[config.mk]
export PLATFORM = sky130hd
export DESIGN_NAME = ooo_tag_pool_flat
export DESIGN_NICKNAME = d
export VERILOG_FILES = /design/src/rtl/ooo_tag_pool_if.sv /design/src/rtl/ooo_tag_pool.sv /design/src/flat_wrapper.sv
export SDC_FILE = /design/constraint.sdc
export NUM_CORES = 1
export LEC_CHECK = 0
export CAP_MARGIN = 5
export CORE_MARGIN = 5
export CORE_UTILIZATION = 35
export DETAILED_ROUTE_END_ITERATION = 7
export SLEW_MARGIN = 25
export SYNTH_ARGS = -nofsm -noshare
export SYNTH_HDL_FRONTEND = slang
export SYNTH_SLANG_ARGS = --single-unit
[constraint.sdc]
create_clock -name clk -period 9.2 [get_ports clk]
set_clock_uncertainty 0.15 [all_clocks]
set_input_delay 1.84 -clock clk [delete_from_list [all_inputs] [get_ports clk]]
set_output_delay 1.84 -clock clk [all_outputs]
set_load 0.01 [all_outputs]
[src/rtl/ooo_tag_pool_if.sv]
// ooo_tag_pool_if: free-tag FIFO, release and status signals between pool and its users
interface ooo_tag_pool_if #(parameter int TAG_NUM = 64);
    localparam int W = $clog2(TAG_NUM);
    logic         tag_fifo_empty;
    logic [W-1:0] tag_fifo_dout;
    logic         tag_fifo_rd_en;
    logic         tag_release_valid;
    logic [W-1:0] tag_release_tag;
    logic         tag_release_ready;
    logic [W:0]   free_count;
    logic         init_done;
    logic         err_underflow;
    logic         err_double_release;
    logic [W-1:0] err_tag;
    modport master (
        input  tag_fifo_empty, tag_fifo_dout, tag_release_ready, free_count, init_done,
               err_underflow, err_double_release, err_tag,
        output tag_fifo_rd_en, tag_release_valid, tag_release_tag
    );
    modport slave (
        output tag_fifo_empty, tag_fifo_dout, tag_release_ready, free_count, init_done,
               err_underflow, err_double_release, err_tag,
        input  tag_fifo_rd_en, tag_release_valid, tag_release_tag
    );
endinterface

[src/rtl/ooo_tag_pool.sv]
// ooo_tag_pool: self-initialising FIFO of free tags with double-release guard
module ooo_tag_pool #(
    parameter int TAG_NUM = 64
) (
    input logic           clk,
    input logic           rst,
    ooo_tag_pool_if.slave bus
);
    localparam int W = $clog2(TAG_NUM);

    typedef enum logic {INIT, RUN} state_t;

    state_t           state_q, state_d;
    logic [W-1:0]     init_idx_q, init_idx_d;
    logic [W-1:0]     rd_ptr_q, rd_ptr_d;
    logic [W-1:0]     wr_ptr_q, wr_ptr_d;
    logic [W:0]       count_q, count_d;
    logic [TAG_NUM-1:0] in_use_q, in_use_d;
    logic [W-1:0]     mem_q [TAG_NUM];
    logic [W-1:0]     mem_d [TAG_NUM];
    logic             err_under_q, err_under_d;
    logic             err_dbl_q, err_dbl_d;
    logic [W-1:0]     err_tag_q, err_tag_d;
    logic             run, pop, under, rel_ok, dbl;

    assign run    = state_q == RUN;
    assign pop    = run && bus.tag_fifo_rd_en && count_q != '0;
    assign under  = run && bus.tag_fifo_rd_en && count_q == '0;
    assign rel_ok = run && bus.tag_release_valid && in_use_q[bus.tag_release_tag];
    assign dbl    = run && bus.tag_release_valid && !in_use_q[bus.tag_release_tag];

    assign bus.tag_fifo_empty     = !run || count_q == '0;
    assign bus.tag_fifo_dout      = run ? mem_q[rd_ptr_q] : '0;
    assign bus.tag_release_ready  = run;
    assign bus.init_done          = run;
    assign bus.free_count         = count_q;
    assign bus.err_underflow      = err_under_q;
    assign bus.err_double_release = err_dbl_q;
    assign bus.err_tag            = err_tag_q;

    // next state: init sweep, pops from rd_ptr, accepted releases appended at wr_ptr
    always_comb begin
        state_d    = state_q;
        init_idx_d = init_idx_q;
        rd_ptr_d   = rd_ptr_q;
        wr_ptr_d   = wr_ptr_q;
        in_use_d   = in_use_q;
        mem_d      = mem_q;
        err_under_d = err_under_q | under;
        err_dbl_d  = err_dbl_q | dbl;
        err_tag_d  = (dbl && !err_dbl_q) ? bus.tag_release_tag : err_tag_q;
        count_d    = count_q + (W+1)'(rel_ok) - (W+1)'(pop);
        if (!run) begin
            mem_d[init_idx_q] = init_idx_q;
            init_idx_d        = init_idx_q + 1'b1;
            if (init_idx_q == W'(TAG_NUM - 1)) begin
                count_d  = (W+1)'(TAG_NUM);
                wr_ptr_d = '0;
                state_d  = RUN;
            end
        end
        if (pop) begin
            rd_ptr_d                 = rd_ptr_q + 1'b1;
            in_use_d[mem_q[rd_ptr_q]] = 1'b1;
        end
        // a releasable tag is in use, so it can never be the tag popped this cycle
        if (rel_ok) begin
            mem_d[wr_ptr_q]               = bus.tag_release_tag;
            wr_ptr_d                      = wr_ptr_q + 1'b1;
            in_use_d[bus.tag_release_tag] = 1'b0;
        end
    end

    // state registers; tag storage needs no reset since INIT rewrites it
    always_ff @(posedge clk) begin
        if (rst) begin
            state_q     <= INIT;
            init_idx_q  <= '0;
            rd_ptr_q    <= '0;
            wr_ptr_q    <= '0;
            count_q     <= '0;
            in_use_q    <= '0;
            err_under_q <= 1'b0;
            err_dbl_q   <= 1'b0;
            err_tag_q   <= '0;
        end else begin
            state_q     <= state_d;
            init_idx_q  <= init_idx_d;
            rd_ptr_q    <= rd_ptr_d;
            wr_ptr_q    <= wr_ptr_d;
            count_q     <= count_d;
            in_use_q    <= in_use_d;
            err_under_q <= err_under_d;
            err_dbl_q   <= err_dbl_d;
            err_tag_q   <= err_tag_d;
        end
        mem_q <= mem_d;
    end
endmodule

[src/flat_wrapper.sv]
// flat-port wrapper written by rule: the top's interface ports become plain ports
module ooo_tag_pool_flat 
#(
    parameter int TAG_NUM = 64
)
  (clk, rst, bus_tag_fifo_empty, bus_tag_fifo_dout, bus_tag_release_ready, bus_free_count, bus_init_done, bus_err_underflow, bus_err_double_release, bus_err_tag, bus_tag_fifo_rd_en, bus_tag_release_valid, bus_tag_release_tag);
  ooo_tag_pool_if #(.TAG_NUM(TAG_NUM)) bus_i ();
  input logic clk;
  input logic rst;
  output wire logic [$bits(bus_i.tag_fifo_empty)-1:0] bus_tag_fifo_empty;
  output wire logic [$bits(bus_i.tag_fifo_dout)-1:0] bus_tag_fifo_dout;
  output wire logic [$bits(bus_i.tag_release_ready)-1:0] bus_tag_release_ready;
  output wire logic [$bits(bus_i.free_count)-1:0] bus_free_count;
  output wire logic [$bits(bus_i.init_done)-1:0] bus_init_done;
  output wire logic [$bits(bus_i.err_underflow)-1:0] bus_err_underflow;
  output wire logic [$bits(bus_i.err_double_release)-1:0] bus_err_double_release;
  output wire logic [$bits(bus_i.err_tag)-1:0] bus_err_tag;
  input wire logic [$bits(bus_i.tag_fifo_rd_en)-1:0] bus_tag_fifo_rd_en;
  input wire logic [$bits(bus_i.tag_release_valid)-1:0] bus_tag_release_valid;
  input wire logic [$bits(bus_i.tag_release_tag)-1:0] bus_tag_release_tag;
  assign bus_tag_fifo_empty = bus_i.tag_fifo_empty;
  assign bus_tag_fifo_dout = bus_i.tag_fifo_dout;
  assign bus_tag_release_ready = bus_i.tag_release_ready;
  assign bus_free_count = bus_i.free_count;
  assign bus_init_done = bus_i.init_done;
  assign bus_err_underflow = bus_i.err_underflow;
  assign bus_err_double_release = bus_i.err_double_release;
  assign bus_err_tag = bus_i.err_tag;
  assign bus_i.tag_fifo_rd_en = bus_tag_fifo_rd_en;
  assign bus_i.tag_release_valid = bus_tag_release_valid;
  assign bus_i.tag_release_tag = bus_tag_release_tag;
  ooo_tag_pool #(.TAG_NUM(TAG_NUM)) u_core (.clk(clk), .rst(rst), .bus(bus_i));
endmodule
Word-level counts from Yosys, hierarchy flattened
Index checks and enable logic that the tools add are counted.
Word-level totals
  register bits after elaboration: 482
  input bits: 10
  logic and storage cells: 143
Cells by class
  add/subtract/negate cells: 5
  $lt $le $gt $ge: 9
  equality and inequality tests: 2
  mux-type cells: 27
  bitwise logic cells: 8
  reductions and logical operators: 19
Operator list (count)
  bitwise mux 384 bit: 2
  2-to-1 mux 384 bit: 2
  2-to-1 mux 64 bit: 2
  demux 6 bit (select 6 bit): 2
  AND 64 bit: 1
  inverter 64 bit: 1
  bitwise OR 64 bit: 1
  2-to-1 mux 6 bit: 8
  binary-select mux 6 bit (select 6 bit): 1
  greater-or-equal comparator 7 bit (second input constant): 3
  inverter 6 -> 7 bit: 3
  adder 6 x 1 -> 6 bit (second input constant): 3
  less-than comparator 6 x 7 -> 1 bit (second input constant): 2
  less-than comparator 7 x 1 -> 1 bit (second input constant): 2
  2-to-1 mux 7 bit: 2
  demux 1 bit (select 6 bit): 2
  greater-or-equal comparator 6 x 1 -> 1 bit (second input constant): 2
  logical AND 1 bit: 11
  adder 7 x 1 -> 7 bit: 1
  logical NOT 7 bit: 1
  nonzero test 7 bit: 1
  subtractor 7 x 1 -> 7 bit: 1
  binary-select mux 1 bit (select 6 bit): 1
  == test 6 bit (second input constant): 1
  7 further kinds: 14

Depth between registers and ports, before layout
Gate-level depths: netlist of run 1.
  depth in word-level cells: 12
  gate-level depth with buffers: 23
  gate-level depth less buffers: 18

Least setup slack after synthesis of run 1
Ideal clock, no wire load.
  kind: input to register
  start: input port bus_tag_release_tag[0]
  end: register u_core.count_q[6], in the netlist u_core.bus.free_count[6]
  library setup time: 0.132 ns
  data arrival time: 4.967 ns
  data required time: 8.918 ns
  setup slack: 3.951 ns
  cell stages on the path: 22
  path buffers: 5
  cell sequence: buf_4 buf_6 buf_2 nor2_4 a221oi_1 a311oi_1 o21ai_1 a21o_1 buf_6 inv_1 clkbuf_1 ha_1 inv_1 fa_1 inv_1 a21oi_1 o21bai_1 a21oi_1 nor2_1 nor2_1 xnor2_1 a21oi_1
Between the ends
  longest elaborated chain between the ends: 7
Ends and longest elaborated chain
  from (decl): RTL line flat_wrapper.sv:20  | input wire logic [$bits(bus_i.tag_release_tag)-1:0] bus_tag_release_tag;
  binary-select mux 1 bit (select 6 bit) *: RTL line ooo_tag_pool.sv:29  | assign rel_ok = run && bus.tag_release_valid && in_use_q[bus.tag_release_tag];
  2-to-1 mux 1 bit (not written as such) *: RTL line ooo_tag_pool.sv:29
  logical AND 1 bit *: RTL line ooo_tag_pool.sv:29
  adder 7 x 1 -> 7 bit *: RTL line ooo_tag_pool.sv:52  | count_d = count_q + (W+1)'(rel_ok) - (W+1)'(pop);
  subtractor 7 x 1 -> 7 bit *: RTL line ooo_tag_pool.sv:52
  2-to-1 mux 7 bit: RTL line ooo_tag_pool.sv:56  | if (init_idx_q == W'(TAG_NUM - 1)) begin
  2-to-1 mux 7 bit *: RTL line ooo_tag_pool.sv:53  | if (!run) begin
  to (signal assigned): RTL line ooo_tag_pool.sv:91  | count_q <= count_d;
  to (decl): RTL line ooo_tag_pool.sv:17  | logic [W:0] count_q, count_d;
Mark *: on every way between the ends. The rest lies on a longest branch, timed or not. The select of a mux whose other input is x is not followed.
A chain may end at the register's enable or synchronous reset.

Worst setup path after layout of run 1
  start: register u_core.rd_ptr_q[1]
  end: output port bus_tag_fifo_dout[1]
Between the ends
  longest elaborated chain between the ends: 5
Ends and longest elaborated chain
  from (decl): RTL line ooo_tag_pool.sv:15  | logic [W-1:0] rd_ptr_q, rd_ptr_d;
  from (signal assigned): RTL line ooo_tag_pool.sv:89  | rd_ptr_q <= rd_ptr_d;
  inverter 6 -> 7 bit (not written as such): RTL line ooo_tag_pool.sv:33  | assign bus.tag_fifo_dout = run ? mem_q[rd_ptr_q] : '0;
  binary-select mux 6 bit (select 6 bit): RTL line ooo_tag_pool.sv:33
  2-to-1 mux 6 bit (not written as such) (2 in a row): RTL line ooo_tag_pool.sv:33
  2-to-1 mux 6 bit: RTL line ooo_tag_pool.sv:33
  to (decl): RTL line flat_wrapper.sv:11  | output wire logic [$bits(bus_i.tag_fifo_dout)-1:0] bus_tag_fifo_dout;
No other way between the ends. The select of a mux whose other input is x is not followed.

==> run summary, run 1 <==
Setup TNS -> 0 ns
First-pass GRT wire length -> 106.6 mm
Final setup viols -> 0
Setup CP Type -> reg -> out
CP Max Fanout -> 36
Yosys reg bits -> 482
CP endpoint kind -> output port
Startpoint class of the critical path -> register
Cells on worst reg2reg path -> 9
Initial antenna violation count -> 0
Number of unique standard cell types used by synthesis -> 86
Main area contributors after synthesis -> dfxtp_1 (41%), mux2i_1 (19%), mux4_2 (8.6%)
Core ar. -> 65860 um2
Syn-to-layout area delta -> 11.03%
Cells after Synth -> 2212
Pwr dens -> 177.6 nW/um2
Htree depth -> 2
CTS tree -> yes
EDFF count, synth -> 0
Die H -> 267.9 um
Layout cells sized above 1 -> 0.1546
Hold EP -> u_core.mem_q[275]
Reg clk slew, reported paths -> 0.06 ns
Fin. max-slew vios -> 0
Via density -> 5.674
Final wirelength -> 69.11 mm
Number of fill cells in the layout -> 6290
MaxCap Viol Count -> 0
Crit. Startpoint -> u_core.rd_ptr_q[1]
Highest routed layer -> met4
Hold Path Cell Cnt -> 2
Fin crit period -> 6.514 ns
Sequential standard cell area -> 9659 um2
Starting Density -> 0.3536
DRC errors left -> 0
Max rail drop VDD -> 0.1274 mV
Vias in the first global route -> 17380
DP Wirelength -> 44.08 mm
Wire length on met2 -> 32.07 mm
Resized cells post-CTS -> 0
Routed vias -> 17380
# clock sinks -> 482
Pre-antenna DRT Iters -> 5
Synth area leader -> dfxtp_1
Pin count of the biggest net entering global routing -> 95
CTS max path bufs -> 3
Nets -> 2179
Die X-Extent -> 267.9 um
Rows -> 94
Post-detailed-route wirelength per cell -> 22.56 um
Clock root cell -> clkbuf_16
Status -> complete, no violations
GRT Total Usage -> 0.1872
1st-iter DRT viols -> 1401
FF-to-FF Start -> u_core.rd_ptr_q[1]
Most used flip-flop cell after synthesis -> dfxtp_1
Met3 wire length -> 4.522 mm
Asr flop ratio synth -> 0
Mapped Avg Cell Area -> 10.53 um2
Worst-Skew Late Latency -> 0.61 ns
Mapped Area -> 23290 um2
Unrepaired setup endpoints after global routing -> no
Postcts setup bufs -> 0
Min-Delay Startpoint -> u_core.mem_q[275]
Congestion Overflow GR -> 0
Slew HR -> 0.2581
IO Pins -> 34
FMAX -> 0.1535 GHz
Hold Crit Class -> reg -> reg
Ys Warns -> 0
Final hold viol count -> 0
P_leak -> 0.009054 uW
GP Congestion -> 0.8857
Design Power -> 4591 uW
M1 wire length -> 30.11 mm
Hold buffer count at cts -> 0
Worst Path Arrival -> 4.52 ns
Reg2reg end -> u_core.in_use_q[47]
Final Cycle Share -> 0.7080
Syn nets -> 2235
Ant. Diodes -> 0
PortBufs -> 33
Detail Route Antenna Nets -> 0
Num CTS Buffers -> 52
Req. time, crit path -> 7.21 ns
Sequential share of the synthesized area -> 0.4144
Full die area -> 71790 um2
Worst slew pin tran -> 1.110 ns
Synth top area share -> 0.4144
Setup slack, reg-to-reg -> 4.69 ns
Multi-input gate area -> 12650 um2
[synth_stat cells (all sizes together) (5+ instances only)]
cell and instances:
nand3b 7, o211ai 5, nand2 234, o21ai 41, nand2b 19, mux2i 450
mux4 89, a311oi 26, a211oi 47, o22ai 12, nor2b 13, buf 70
xnor2 8, nand3 24, inv 20, nor2 149, and3 12, a22oi 7
a21oi 191, clkbuf 111, dfxtp 482, nor3 87, a31oi 10, ha 12
o221ai 5, xor2 7
[area by class of cell]
cell class / instances / share of cell area
Timing Repair Buffer: 71 / 0.02410
Clock inverter: 20 / 0.008178
Inverter: 20 / 0.003000
Tap cell: 864 / 0.04181
Sequential cell: 482 / 0.3736
Clock buffer: 77 / 0.05986
Multi-Input combinational cell: 1529 / 0.4894
[worst max path at each step]
stage | endpoint | slack [ns] | depth (start not counted)
3_3_place_gp | u_core.bus.free_count[6] | 2.38 | 22
3_5_place_dp | u_core.bus.free_count[6] | 2.38 | 22
2_1_floorplan | u_core.bus.free_count[6] | 3.95 | 22
5_1_grt | bus_tag_fifo_dout[1] | 2.45 | 7
6_report | bus_tag_fifo_dout[1] | 2.69 | 7
4_1_cts | bus_tag_fifo_dout[1] | 2.66 | 7
[metal layers]
metal / track usage / vias to the layer above
met5: 0 / -
met3: 0.02985 / 142
met2: 0.3026 / 667
li1: - / 7934
met4: 0.06886 / 0
met1: 0.2553 / 8636
[kinds of logic after synthesis]
family / share of synthesized area
adder cells (fa/ha/maj): 0.007307
AND/OR/NAND/NOR: 0.1421
AO/OA/AOI/OAI: 0.1035
multiplexers: 0.2814
flip-flops: 0.4144
XOR/XNOR: 0.005642
buffers and inverters: 0.04556
[worst max-delay path: stages (launching register included)]
cell             delay, ns
dfxtp_4               0.75
nand3_1               0.85
o221ai_1              0.51
a21oi_1               0.17
a22oi_1               0.22
and4_1                0.59
and2_1                0.26
clkdlybuf4s50_1       0.55
[sequential cells by signal, summed over array words and instances (netlist names)]
signal                         count
u_core.bus.free_count              7
u_core.wr_ptr_q                    6
u_core.bus.init_done               1
u_core.bus.err_underflow           1
u_core.bus.err_tag                 6
u_core.mem_q                     384
u_core.rd_ptr_q                    6
u_core.init_idx_q                  6
u_core.in_use_q                   64
u_core.bus.err_double_release      1
[report_power, final]
part / switching [uW] / leakage, uW / internal [uW] / total, uW
Combinational: 150 / 0.00426 / 87.4 / 237
Sequential: 41.9 / 0.00391 / 2160 / 2200
Clock: 881 / 0.000881 / 1270 / 2160
[metrics by stage]
stage,cells,setup WS (ns),instance area [um2],hold slack [ns],util
4_1_cts,3063,2.655,25840,0.3071,0.3923
3_5_place_dp,2966,2.382,24080,0.2947,0.3656
6_report,3063,2.686,25850,0.3060,0.3926
5_1_grt,3063,2.451,25850,0.3153,0.3926
3_3_place_gp,2966,2.379,24080,0.2885,0.3656
2_1_floorplan,2212,3.951,23290,0.2815,-
[cells in the final DEF (no fill, tap or decap), types with 14 or more instances in the layout]
cell	count
a211oi_1	47
a21oi_1	188
a311oi_1	26
buf_4	37
clkbuf_16	54
clkdlybuf4s50_1	32
clkinv_2	15
dfxtp_1	478
inv_1	14
mux2i_1	450
mux4_2	89
nand2_1	234
nand2b_1	19
nand3_1	22
nor2_1	145
nor3_2	27
nor3_4	51
o21ai_0	38
Power figures use the tool's default switching activity.
==> run 2, diff against run 1 <==
==> constraint.sdc (replaced) <==
create_clock -name clk -period 5.6 [get_ports clk]
set_clock_uncertainty 0.15 [all_clocks]
set_input_delay 1.12 -clock clk [delete_from_list [all_inputs] [get_ports clk]]
set_output_delay 1.12 -clock clk [all_outputs]
set_load 0.01 [all_outputs]
==> run 2 against run 1 <==
Hold slack worse by 0.0023 ns. Sequential share of layout area is 0.25 points lower. Core utilization is 0.26 points higher. Register-to-register slack worse by 3.0 ns. Via count is 1.6% higher. Combinational power is 71% higher. Critical path depth is 1 higher. Clock power is 61% higher. Die area stayed put. Critical endpoint is now bus_tag_fifo_dout[5]. Final cell count is 0.72% higher. Non-clock buffer count is 23 higher.
==> run summary, run 2 (synthesis results as in run 1) <==
Non-filler cells, final -> 3085 (+0.72%)
Congestion Overflow GR -> 0 (unchanged)
Pre-antenna DRT Iters -> 5 (unchanged)
Fin crit period -> 5.167 ns
Internal cell power -> 5707 uW (+62%)
NetSw -> 1783 uW (+66%)
Postcts setup bufs -> 0 (unchanged)
Unrepaired setup endpoints after global routing -> no
Core ar. -> 65860 um2 (unchanged)
Clock root cell -> clkbuf_16
Hold buffer count at cts -> 0 (unchanged)
Pwr dens -> 287.8 nW/um2 (+62%)
Post-detailed-route wirelength per cell -> 22.68 um (+0.53%)
Worst Path Arrival -> 3.90 ns (-0.62 ns)
CTS tree -> yes
IO Pins -> 34 (unchanged)
Final Cycle Share -> 0.9227
DRC errors left -> 0 (unchanged)
Reg2reg end -> u_core.in_use_q[10]
Fin. max-slew vios -> 0 (unchanged)
P_leak -> 0.009156 uW (+1.1%)
Via density -> 5.724 (+0.88%)
Resized cells post-CTS -> 0 (unchanged)
Detail Route Antenna Nets -> 0 (unchanged)
GRT Total Usage -> 0.1888 (+0.001589)
PortBufs -> 33 (unchanged)
Critical path's top delay family -> buffers and inverters
Most frequent cells in the layout -> dfxtp_1 (479), mux2i_1 (450), nand2_1 (234), a21oi_1 (188), nor2_1 (145)
Setup slack, reg-to-reg -> 1.68 ns (-3.01 ns)
Sequential Power Share -> 0.482 (+0.003)
Die X-Extent -> 267.9 um (unchanged)
Most common cell after layout, fill and taps aside -> dfxtp_1
Nets -> 2203 (+1.1%)
Worst stage delay on the critical path -> 0.62 ns (-0.23 ns)
Hold EP -> u_core.mem_q[251]
Htree depth -> 2 (unchanged)
Ant. Diodes -> 0 (unchanged)
Hold Crit Class -> reg -> reg
Cells after DPL -> 2989 (+0.78%)
Die H -> 267.9 um (unchanged)
Cells on worst reg2reg path -> 8 (-1)
Num CTS Buffers -> 53 (+1.9%)
Syn-to-layout area delta -> 11.76%
Design Power -> 7490 uW (+63%)
Layout cells sized above 1 -> 0.1634 (+0.008824)
CP endpoint kind -> output port
# clock sinks -> 482 (unchanged)
Status -> complete, no violations
Max rail drop VDD -> 0.2330 mV (+83%)
Setup TNS -> 0 ns (unchanged)
CP Max Fanout -> 33 (-8.3%)
Vias in the first global route -> 17690 (+1.8%)
Slew HR -> 0.2651 (+0.006933)
Routed vias -> 17660 (+1.6%)
Min-Delay Startpoint -> u_core.mem_q[251]
1st-iter DRT viols -> 1340 (-4.4%)
Worst slew pin tran -> 1.094 ns (-0.01613 ns)
Gate power share -> 0.054 (+0.002)
Pin count of the biggest net entering global routing -> 77 (-19%)
FMAX -> 0.1935 GHz
Req. time, crit path -> 4.33 ns (-2.88 ns)
Clock share of power -> 0.464 (-0.006)
Initial antenna violation count -> 0 (unchanged)
Startpoint class of the critical path -> register
GP Congestion -> 0.8585 (-3.1%)
Crit-path slowest cell -> dfxtp_4
Buffers and inverters on the worst path -> 2 (+1)
Worst-Skew Late Latency -> 0.62 ns (about the same)
Max FFs per register -> 384 (unchanged)
Setup CP Type -> reg -> out
Number of fill cells in the layout -> 6354 (+1.0%)
Final wirelength -> 69.98 mm (+1.3%)
Starting Density -> 0.3536 (unchanged)
Sw Ratio -> 0.2380 (+0.004298)
Final setup viols -> 0 (unchanged)
CTS max path bufs -> 3 (unchanged)
First-pass GRT wire length -> 107.0 mm (+0.38%)
Most used cell, CP -> mux4_2
MaxCap Viol Count -> 0 (unchanged)
Full die area -> 71790 um2 (unchanged)
Reg with most FFs -> u_core.mem_q
Crit-path cells -> buf_4 -> mux4_2 -> mux4_2 -> nand2b_1 -> o21a_1 -> o211ai_4 -> nor2_1 -> clkdlybuf4s50_1
Final hold viol count -> 0 (unchanged)
Rows -> 94 (unchanged)
FF-to-FF Start -> u_core.rd_ptr_q[1]
Final core utilization -> 0.3951 (+0.002565)
DP Wirelength -> 45.47 mm (+3.2%)
Hold Path Cell Cnt -> 2 (unchanged)
Reg clk slew, reported paths -> 0.07 ns (about the same)
## run 2: cell types whose count changed in the layout (fill, tap and decap cells not counted), moves of 2 or more
cell,before,now
inv_6,0,2
buf_12,1,5
buf_4,37,56
clkinvlp_4,0,5
clkbuf_1,12,8
## run 2: cell type report
type                       count  area, um2  share of cell area
inverter                      20      77.57            0.002981
clock buffer                  72       1508             0.05794
multi-input combinational   1529      12640              0.4856
tap                          864       1081             0.04154
clock inverter                24      215.2            0.008270
sequential                   482       9658              0.3711
timing repair buffer          94      845.8             0.03250
## run 2: per-stage QoR
step / setup WS (ns) / hold slack [ns] / instance area, um2
final: 0.4330 / 0.3037 / 26020
after global placement: 0.4525 / 0.2884 / 24290
after floorplan: 1.071 / 0.2815 / 23290
after global routing: 0.3163 / 0.3203 / 26020
after detailed placement: 0.4683 / 0.2938 / 24290
after CTS: 0.4445 / 0.3047 / 26020
## run 2: routing by layer
| layer | track usage | vias to the layer above | share of wire |
|---|---|---|---|
| met4 | 0.06762 | 0 | 0.036 |
| met3 | 0.02976 | 168 | 0.064 |
| met2 | 0.3100 | 672 | 0.47 |
| met5 | 0 | - | 0 |
| li1 | - | 8002 | - |
| met1 | 0.2543 | 8815 | 0.43 |
## run 2: tightest hold or removal path, cell delays in order, from the launching register on
cell and delay (ns):
dfxtp_1 0.31, nand2_1 0.05, mux2i_1 0.05
## run 2: how the worst max path moves through the flow
stage                                     endpoint  cells past startpoint                    from
after floorplan           u_core.bus.free_count[6]                     22  bus_tag_release_tag[0]
after global placement    u_core.bus.free_count[6]                     20  bus_tag_release_tag[1]
after detailed placement  u_core.bus.free_count[6]                     20  bus_tag_release_tag[1]
after CTS                     bus_tag_fifo_dout[5]                      8      u_core.rd_ptr_q[1]
after global routing          bus_tag_fifo_dout[5]                      8      u_core.rd_ptr_q[1]
final                         bus_tag_fifo_dout[5]                      8      u_core.rd_ptr_q[1]
## run 2: power groups by stage
| stage | registers, uW | clock network [uW] | logic (uW) |
|---|---|---|---|
| 2_1_floorplan | 3650 | 0 | 271 |
| 3_3_place_gp | 3680 | 0 | 390 |
| 3_5_place_dp | 3680 | 0 | 401 |
| 4_1_cts | 3610 | 3530 | 401 |
| 5_1_grt | 3620 | 3680 | 438 |
| 6_report | 3610 | 3480 | 406 |
